[src/rtl/uart_arb_pkg.sv]
// uart_arb_pkg: shared state type and defaults for the UART TX arbiter
package uart_arb_pkg;
  typedef enum logic [1:0] {ARB_IDLE, ARB_ISSUE, ARB_WAIT_BUSY, ARB_WAIT_DONE} arb_state_t;
  localparam int DEFAULT_BUSY_TIMEOUT = 16;
endpackage

[src/rtl/rr_arbiter.sv]
// rr_arbiter: combinational round-robin pick, searching upward from ptr with wraparound
module rr_arbiter #(
  parameter int N = 4,
  parameter int IW = $clog2(N)
) (
  input  logic [N-1:0]  req,
  input  logic [IW-1:0] ptr,
  output logic [N-1:0]  grant,
  output logic [IW-1:0] idx,
  output logic          any_req
);
  logic [IW:0] pos;
  logic found;
  always_comb begin
    grant = '0;
    idx = '0;
    found = 1'b0;
    pos = '0;
    for (int k = 0; k < N; k++) begin
      pos = {1'b0, ptr} + (IW+1)'(k);
      pos = (pos >= (IW+1)'(N)) ? pos - (IW+1)'(N) : pos;
      if (!found && req[pos[IW-1:0]]) begin
        found = 1'b1;
        grant[pos[IW-1:0]] = 1'b1;
        idx = pos[IW-1:0];
      end
    end
    any_req = found;
  end
endmodule

[src/rtl/uart_tx_arbiter.sv]
// uart_tx_arbiter: round-robin sharing of one UART transmitter, one frame per grant,
// with a watchdog on the transmitter's busy handshake
module uart_tx_arbiter
  import uart_arb_pkg::*;
#(
  parameter int NUM_REQ = 4,
  parameter int DATA_WIDTH = 16,
  parameter int BUSY_TIMEOUT = DEFAULT_BUSY_TIMEOUT
) (
  input  logic                          clk,
  input  logic                          rst,
  input  logic                          enable,
  input  logic [NUM_REQ-1:0]            req_valid,
  input  logic [NUM_REQ*DATA_WIDTH-1:0] req_data,
  output logic [NUM_REQ-1:0]            req_ready,
  output logic                          tx_start,
  output logic [DATA_WIDTH-1:0]         tx_data,
  input  logic                          tx_busy,
  output logic [$clog2(NUM_REQ)-1:0]    grant_id,
  output logic                          active,
  output logic                          err_timeout
);
  localparam int IW = $clog2(NUM_REQ);
  localparam int CW = $clog2(BUSY_TIMEOUT);
  arb_state_t state;
  logic [IW-1:0] rr_ptr, win_idx, next_ptr;
  logic [NUM_REQ-1:0] win_grant;
  logic any_req, accept;
  logic [CW-1:0] cnt;
  rr_arbiter #(.N(NUM_REQ)) u_rr (
    .req(req_valid),
    .ptr(rr_ptr),
    .grant(win_grant),
    .idx(win_idx),
    .any_req(any_req)
  );
  assign accept = (state == ARB_IDLE) && enable && any_req && !tx_busy;
  assign req_ready = accept ? win_grant : '0;
  assign next_ptr = (grant_id == IW'(NUM_REQ-1)) ? '0 : grant_id + 1'b1;
  always_ff @(posedge clk or posedge rst) begin
    if (rst) begin
      state <= ARB_IDLE;
      rr_ptr <= '0;
      tx_start <= 1'b0;
      tx_data <= '0;
      grant_id <= '0;
      active <= 1'b0;
      err_timeout <= 1'b0;
      cnt <= '0;
    end else begin
      tx_start <= 1'b0;
      err_timeout <= 1'b0;
      case (state)
        ARB_IDLE: if (accept) begin
          tx_data <= req_data[int'(win_idx)*DATA_WIDTH +: DATA_WIDTH];
          grant_id <= win_idx;
          active <= 1'b1;
          tx_start <= 1'b1;
          state <= ARB_ISSUE;
        end
        ARB_ISSUE: begin
          cnt <= '0;
          state <= ARB_WAIT_BUSY;
        end
        // the counter leaves this state at BUSY_TIMEOUT-1, so it can never wrap
        ARB_WAIT_BUSY: if (tx_busy) state <= ARB_WAIT_DONE;
          else if (cnt == CW'(BUSY_TIMEOUT-1)) begin
            err_timeout <= 1'b1;
            active <= 1'b0;
            rr_ptr <= next_ptr;
            state <= ARB_IDLE;
          end else cnt <= cnt + 1'b1;
        ARB_WAIT_DONE: if (!tx_busy) begin
          active <= 1'b0;
          rr_ptr <= next_ptr;
          state <= ARB_IDLE;
        end
        default: state <= ARB_IDLE;
      endcase
    end
  end
endmodule

[config.mk]
export PLATFORM = sky130hd
export DESIGN_NAME = uart_tx_arbiter
export DESIGN_NICKNAME = d
export VERILOG_FILES = /design/src/rtl/uart_arb_pkg.sv /design/src/rtl/rr_arbiter.sv /design/src/rtl/uart_tx_arbiter.sv
export SDC_FILE = /design/constraint.sdc
export NUM_CORES = 1
export LEC_CHECK = 0
export CORE_MARGIN = 3
export CORE_UTILIZATION = 44
export CTS_CLUSTER_SIZE = 14
export DETAILED_ROUTE_END_ITERATION = 6
export PLACE_DENSITY = 0.77
export SYNTH_ARGS = -nofsm -noshare
export SYNTH_HDL_FRONTEND = slang
export SYNTH_SLANG_ARGS = --single-unit
[constraint.sdc]
create_clock -name clk -period 3.3 [get_ports clk]
set_input_delay 0.66 -clock clk [delete_from_list [all_inputs] [get_ports clk]]
set_output_delay 0.66 -clock clk [all_outputs]
set_load 0.01 [all_outputs]
==> reports/results.txt, run 1 <==
Summing internal, switching and leakage power gives 3.276 mW. When the netlist entered floorplanning its net count stood at 353. The average detailed-routed wire length per instance is 15.54 um, and the number of cells traversed by the worst register-to-register path is 11.

In this run the worst path has a maximum fanout of 7. The number of I/O pins is 97. The run gives 0 as the overflow left after global routing. The launch point of the critical path is req_valid[1].

TritonCTS built the clock tree. The number of remaining DRC errors came out at 0. The clock-pin transition on the worst setup and hold timing paths was 0.06 ns. Static leakage: 1.621 nW. A synthesized cell averages 8.983 um2.

The Yosys step of the flow raised 0 warnings. The number of cells after detailed placement came out at 447. The critical path class is input port to output pin.

The synthesized design devotes to its leading area cell type 30.26% of total area. The wire length reported by the detailed router came out at 7086 um. The net count of the finished layout is 471. The startpoint identified for the worst hold timing path is active$_DFFE_PP0P_.

Time the worst path needs with I/O delays and setup: 3.119 ns. The depth of the worst hold-timing path is 2. Counting flops with a built-in enable in the synthesized netlist gives 0.

The most used flip-flop cell after synthesis is sky130_fd_sc_hd__dfrtp_1. The tools report the first-pass detailed-route iteration total as 4. Synthesis inferred 29 register bits. STA classifies the critical path endpoint as an output pin.

For the part of the power in combinational logic, the log shows 69.9%. For the clock network power share, the log shows 11.7%. The floorplan has 26 rows. The logs give 0.70 ns for the worst setup slack for register-to-register paths and 0.8384 for the weighted congestion reported at the end of routability-driven placement. The initial antenna violation count is 0. The worst hold path endpoint is active$_DFFE_PP0P_. The detail-routed via count per cell was 5.502; the reported net switching power was 1.402 mW.

The die covers 0.006373 mm2. The tools report the antenna violation net count after detailed routing as 0. The run gives 456 as the count of non-filler cells in the finished layout. In this run the tightest slew margin relative to its limit is 70.07%. The signal arrival time at the worst endpoint came out at 2.46 ns. The area growth from synthesis to layout is 54.41%. Synthesis handed over a netlist of 267 instances.

The total setup violations reported at the end of the flow is 0. The logs give 0 for the final number of hold-violating endpoints and 0.4262 mV for the maximum ir drop on the vdd rail. The flow ran to the end, and the final reports show no timing, DRC or antenna violations.

The wire-length estimate of the detail-placed layout is 5544 um. The share of the Yosys chip area taken by registers is 30.26%. The via count of the first global-routing pass was 2,468.

Type of the most critical hold path: register to register. Across all hold checks on the routed design, the worst slack comes to 0.4972 ns. In this run the critical register-to-register path is captured at tx_data[14]$_DFFE_PP0P_. The vertical die dimension came out at 79.83 um. The tools report the count of final max-slew check failures as 0. The cell type contributing the most total cell area after synthesis is sky130_fd_sc_hd__dfrtp_1.

The initial utilization of the core area, before any placement, comes to 46.08%. In the synthesized netlist the async set-or-reset flop fraction comes to 100.0%. Global routing used 23.08% of the available tracks across all layers. The measured slew at the worst slew-check pin works out to 0.4475 ns. After detailed placement, the total cell area comes to 0.003577 mm2. The floorplan step defined a core boundary enclosing 0.005205 mm2. Library cell used as clock root buffer: sky130_fd_sc_hd__clkbuf_8. In this run, distinct cell masters in the synthesized netlist total 46. The routed via count was 2,509.

Setup repair after global routing left no endpoint under its margin. After synthesis, the cell types taking the most area are sky130_fd_sc_hd__dfrtp_1 30%, sky130_fd_sc_hd__ha_1 7.3%, sky130_fd_sc_hd__nor2_1 5.3%, sky130_fd_sc_hd__nand2_1 4.9%, sky130_fd_sc_hd__a221o_1 4.6%. The number of input and output port buffers inserted was 96.

For this design, the CTS-stage hold fixing added 0 buffers. The switching share of power is 42.80%, and the worst endpoint required time is 2.64 ns. The largest net degree at the start of global routing is 30, and the first-pass GRT wire length is 11,650 um.

Timing would allow up to 320.6 MHz. Startpoint of the worst-slack reg-to-reg timing path: rr_ptr[0]$_DFFE_PP0P_. Sequential cells burn 18.4% of the power. The buffer depth of the longest clock path is 2. Clock tree synthesis inserted a total of 5 buffers. Once layout is done, the placed cells without fillers occupy 0.003704 mm2. CTS built an H-tree with a depth of 2. The synthesized netlist occupies a cell area of 0.002399 mm2. The logs give 0 ns for the sum of negative setup slack and 0.28 ns for the later-pin clock latency in the skew report. The ratio of total power to cell area came out at 884.6 mW/mm2.

From left edge to right edge, the die measures 79.83 um. Cell internal power was estimated by the tool at 1.874 mW. Across the routed clock network, the largest skew measured is 0.005142 ns. The run gives 0 as the number of max-cap violations. The clock drives 29 sinks. The element type at the critical path start was an input port.

The tools report the number of DRC markers after the initial detailed-route iteration as 110. The repair_antennas step left the layout with diodes totalling 0. The share of the clock period used by the worst path after layout came out at 94.52%. Cells with a size suffix above 1 make up 13.99% of the layout.
==> per-layer routing <==
| layer | share of wire (%) | routed length, um | track usage [%] |
|---|---|---|---|
| met5 | 0 | 0 | 0 |
| met4 | 2.1 | 150 | 8.277 |
| met3 | 7.7 | 549 | 6.208 |
| met2 | 48 | 3408 | 37.48 |
| met1 | 42 | 2978 | 29.38 |
==> worst max path at each step <==
stage	to	depth (start not counted)
global placement	req_ready[2]	8
global route	req_ready[3]	7
finish	req_ready[3]	7
CTS	req_ready[1]	7
detailed placement	req_ready[1]	8
floorplan	req_ready[0]	8
==> power groups by stage <==
stage	sequential [mW]	clock, mW	combinational, mW
after floorplan	0.666	0	1.38
after global placement	0.601	0	2.21
after detailed placement	0.609	0	2.27
after CTS	0.604	0.389	2.28
after global routing	0.628	0.405	2.50
final	0.603	0.383	2.29
==> critical path, cell delays in order <==
cell	delay [ns]
sky130_fd_sc_hd__dlygate4sd2_1	0.30
sky130_fd_sc_hd__mux4_2	0.52
sky130_fd_sc_hd__buf_4	0.17
sky130_fd_sc_hd__a221o_1	0.35
sky130_fd_sc_hd__o21ai_1	0.09
sky130_fd_sc_hd__a21oi_1	0.08
sky130_fd_sc_hd__dlygate4sd2_1	0.28
==> cell type report <==
| type | count | area, um2 |
|---|---|---|
| fillers | 420 | 1501 |
| repair buffers | 123 | 1161 |
| multi-input cells | 216 | 1575 |
| clock buffers | 7 | 86.33 |
| flip-flops and latches | 29 | 725.7 |
| well taps | 70 | 87.58 |
| clock inverters | 1 | 30.03 |
| inverters | 10 | 37.54 |
==> cells by family after synthesis <==
group | share of synthesized area (%)
AND/OR/NAND/NOR | 17.42
AO/OA/AOI/OAI | 25.56
flip-flops | 30.26
multiplexers | 14.45
buffers and inverters | 4.277
adder cells (fa/ha/maj) | 7.303
XOR/XNOR | 0.7304
==> placed cells by master, fill, tap and decap left out, types with 3 or more instances in the layout <==
cell type	n
sky130_fd_sc_hd__buf_4	27
sky130_fd_sc_hd__dfrtp_1	29
sky130_fd_sc_hd__ha_1	14
sky130_fd_sc_hd__inv_2	3
sky130_fd_sc_hd__mux2_2	3
sky130_fd_sc_hd__nand2_1	31
sky130_fd_sc_hd__dlygate4sd2_1	6
sky130_fd_sc_hd__a21oi_1	16
sky130_fd_sc_hd__a2bb2oi_1	7
sky130_fd_sc_hd__o21ai_1	5
sky130_fd_sc_hd__inv_1	7
sky130_fd_sc_hd__nand3_1	3
sky130_fd_sc_hd__a221o_1	11
sky130_fd_sc_hd__mux2_1	7
sky130_fd_sc_hd__a21boi_0	7
sky130_fd_sc_hd__mux2i_1	10
sky130_fd_sc_hd__o21ai_0	7
sky130_fd_sc_hd__clkbuf_8	6
sky130_fd_sc_hd__nor2_1	34
sky130_fd_sc_hd__clkdlybuf4s50_1	88
sky130_fd_sc_hd__a211oi_1	14
sky130_fd_sc_hd__mux4_2	3
sky130_fd_sc_hd__nand2b_1	4
sky130_fd_sc_hd__and2_1	9
==> cells in the mapped netlist, types with 3 or more instances <==
master / instances
sky130_fd_sc_hd__mux2i_1: 10
sky130_fd_sc_hd__mux2_2: 3
sky130_fd_sc_hd__nand2_1: 31
sky130_fd_sc_hd__a21oi_1: 16
sky130_fd_sc_hd__nor2_1: 34
sky130_fd_sc_hd__a21boi_0: 7
sky130_fd_sc_hd__a2bb2oi_1: 7
sky130_fd_sc_hd__mux2_1: 7
sky130_fd_sc_hd__inv_2: 3
sky130_fd_sc_hd__buf_2: 4
sky130_fd_sc_hd__mux4_2: 3
sky130_fd_sc_hd__clkbuf_1: 4
sky130_fd_sc_hd__a221o_1: 11
sky130_fd_sc_hd__dfrtp_1: 29
sky130_fd_sc_hd__o21ai_1: 5
sky130_fd_sc_hd__and2_1: 9
sky130_fd_sc_hd__o21ai_0: 7
sky130_fd_sc_hd__nor3_1: 3
sky130_fd_sc_hd__nand3_1: 3
sky130_fd_sc_hd__ha_1: 14
sky130_fd_sc_hd__a211oi_1: 14
sky130_fd_sc_hd__nand2b_1: 4
sky130_fd_sc_hd__inv_1: 7
==> metrics by stage <==
| step | setup slack, ns | util [%] |
|---|---|---|
| 2_1_floorplan | 0.4246 | - |
| 3_3_place_gp | -0.2185 | 68.73 |
| 3_5_place_dp | -0.2926 | 68.73 |
| 4_1_cts | 0.01006 | 70.82 |
| 5_1_grt | 0.08326 | 71.15 |
| 6_report | 0.1807 | 71.15 |
==> repair_timing <==
action,in CTS,in global routing
pin swaps,0,0
resized for setup,6,3
setup buffers,0,1
endpoints found under the setup margin,4,4
==> registers in the layout, summed over array words and instances (netlist names) <==
register and flops:
active 1, cnt 4, err_timeout 1, grant_id 2, rr_ptr 2, state 2, tx_data 16, tx_start 1
(Power assumes the default switching activity.)
==> run 2: changes to the inputs <==
Settings changed: PLACE_DENSITY 0.77 to 0.79.
==> run 2 against run 1 <==
Effect of this change: clock power shrank 26%; combinational power shrank 2%; final cell count grew 0.22%; worst setup slack gained 0.067 ns; fmax grew 2.2%; clock-buffer cell count shrank 1; first-iteration DRC count grew 15%; total power shrank 4.4%; register-to-register slack lost 0.12 ns; non-clock buffer count grew 1; critical path type is now register to output pin.
==> reports/results.txt, run 2 (synthesis gave the netlist of run 1 again) <==
Clock-pin slew was measured on the worst setup and hold paths at 0.06 ns. The number of remaining DRC errors was 0; the number of max-cap violations was 0. The largest net degree at the start of global routing was 30.

The HPWL after detailed placement is 5542 um. The top cell types in the final layout, fill and taps aside, are 88 x sky130_fd_sc_hd__clkdlybuf4s50_1, 33 x sky130_fd_sc_hd__nor2_1, 31 x sky130_fd_sc_hd__nand2_1, 29 x sky130_fd_sc_hd__dfrtp_1, 28 x sky130_fd_sc_hd__buf_4. For this design, the CTS-stage hold fixing added 0 buffers.

The maximum ir drop on the vdd rail is 0.4040 mV. The number of fill cells was 428; the post-CTS resize count was 4. The sum of negative setup slack is 0 ns. Counting both buffers and inverters, the worst setup path holds a total of 3. The share of the clock period used by the worst path after layout came out at 92.51%. The cell family with the largest share of critical-path delay was buffers and inverters. The overall die area was 0.006373 mm2; the antenna violation net count after detailed routing was 0.

The number of input and output port buffers inserted is 96. The placed instances occupy a cell area of 0.003592 mm2. Wire length reported by the detailed router: 7029 um. Traced cell by cell, the critical path runs through inv_2, ha_1, mux4_2, buf_4, a221o_1, o21ai_1, a21oi_1, dlygate4sd2_1. The run gives 2 as the H-tree depth. Leaving out fill and tap cells, the most frequent cell in the layout is sky130_fd_sc_hd__clkdlybuf4s50_1.

The longest clock path from root to sink contains 2 buffers. Largest register by flop count: tx_data. For the worst setup path, the data required time is 2.64 ns. Number of sinks on the clock net: 29.

The flow ran to the end, and the final reports show no timing, DRC or antenna violations. Setup repair after global routing left no endpoint under its margin. TritonCTS built the clock tree. Count of non-filler cells in the finished layout: 457. For the finished layout, the period the worst path requires is 3.053 ns.

The initial utilization of the core area, before any placement, comes to 46.08%. The region available for standard cell placement spans 0.005205 mm2. In the final layout, the registers with the most flip-flops are tx_data x16, cnt x4. After detailed routing, the number of vias per cell comes to 5.460. In this run the worst path has a maximum fanout of 5.

The total overflow left after global routing is 0. The number of cells after detailed placement is 449. Registers take 725.7 um2. The number of I/O pins came out at 97. The measured slew at the worst slew-check pin was 0.5428 ns. The vertical die dimension is 79.83 um, and the number of nets at the end of the flow is 472. The tools report the signal arrival time at the worst endpoint as 2.39 ns.

In this run the core area contains 26 standard-cell rows. The setup clock skew after layout was 0.008302 ns; the cell area after layout was 0.003679 mm2. The die outline width works out to 79.83 um. For this design the ratio of total power to cell area is 851.2 mW/mm2. The worst hold path belongs to the class register to register. The tools report the number of buffers inserted to repair setup after CTS as 0.

For this run, the slowest stage of the critical path takes 0.38 ns. The multi-input gate area in the final layout was 0.001573 mm2. The tools report the initial antenna violation count as 0. Headroom to the max-slew limit came out at 63.81%. Summing over every cut layer, the via total after detailed routing is 2,495. The area growth from synthesis to layout was 53.36%; the proportion of layout cells with a drive suffix above 1 was 14.47%. The total setup violations reported at the end of the flow was 0.

0 antenna diodes ended up in the layout. After detailed routing, the average wire length per cell comes to 15.38 um. In the global route stage, overall resource usage came out at 22.40%. In this run the static leakage power is 1.624 nW. In this run, CTS created clock tree buffers numbering 5. The cell sitting at the root of the clock tree is a sky130_fd_sc_hd__clkbuf_8. The via count of the first global-routing pass was 2,422; the achievable clock frequency was 327.6 MHz. Clock latency on the worst-skew pair, taken at its later pin, is 0.28 ns. The first-pass GRT wire length came out at 11,380 um. At the end of routability-driven placement, the weighted congestion stood at 0.8733.

Slowest stage cell on the critical path: sky130_fd_sc_hd__dfrtp_1. The worst setup path is launched from a register. For this block, the initial DRC count from the detailed router was 126. The first-pass detailed-route iteration total is 4. The count of final max-slew check failures came out at 0.

The final number of hold-violating endpoints was 0. The number of flip-flops in the largest register came out at 16. The worst setup path is of the register to output pin kind. The worst setup path is captured at an output pin.
==> run 2: final cells by class <==
cell class | count | share of cell area [%]
repair buffers | 124 | 31.87
multi-input cells | 216 | 42.76
flip-flops and latches | 29 | 19.73
clock buffers | 6 | 1.973
clock inverters | 2 | 0.2721
inverters | 10 | 1.020
well taps | 70 | 2.381
==> run 2: worst paths after layout <==
path	from	to	cells after the start	slack, ns
min	cnt[0]$_DFFE_PP0P_	cnt[0]$_DFFE_PP0P_	1	0.51
max	rr_ptr[0]$_DFFE_PP0P_	req_ready[1]	8	0.25
max reg2reg	rr_ptr[0]$_DFFE_PP0P_	tx_data[2]$_DFFE_PP0P_	12	0.58
min reg2reg	cnt[0]$_DFFE_PP0P_	cnt[0]$_DFFE_PP0P_	1	0.51
max in group asynchronous	rst	rr_ptr[0]$_DFFE_PP0P_	3	2.27
min in group asynchronous	rst	tx_data[15]$_DFFE_PP0P_	3	0.75
==> run 2: routing by layer <==
metal / global-route usage [%] / wire length [um]
met1: 29.20 / 2991
met2: 37.73 / 3519
met3: 4.515 / 419
met4: 5.912 / 99
met5: 0 / 0
==> run 2: stage by stage <==
stage | utilization, % | power (mW) | hold WS (ns) | setup WS, ns
after global placement | 69.01 | 2.799 | 0.4993 | -0.1774
after detailed placement | 69.01 | 2.852 | 0.5084 | -0.2157
after global routing | 70.67 | 3.394 | 0.5539 | 0.1290
after CTS | 70.50 | 3.138 | 0.5173 | 0.04499
final | 70.67 | 3.131 | 0.5133 | 0.2473
after floorplan | - | 2.050 | 0.4765 | 0.4246
==> run 2: power breakdown <==
group          total, mW  internal [mW]  switching (mW)  leakage [nW]
registers          0.604          0.505          0.0986         0.352
logic               2.24           1.10            1.15          1.23
clock network      0.284          0.146           0.139        0.0450
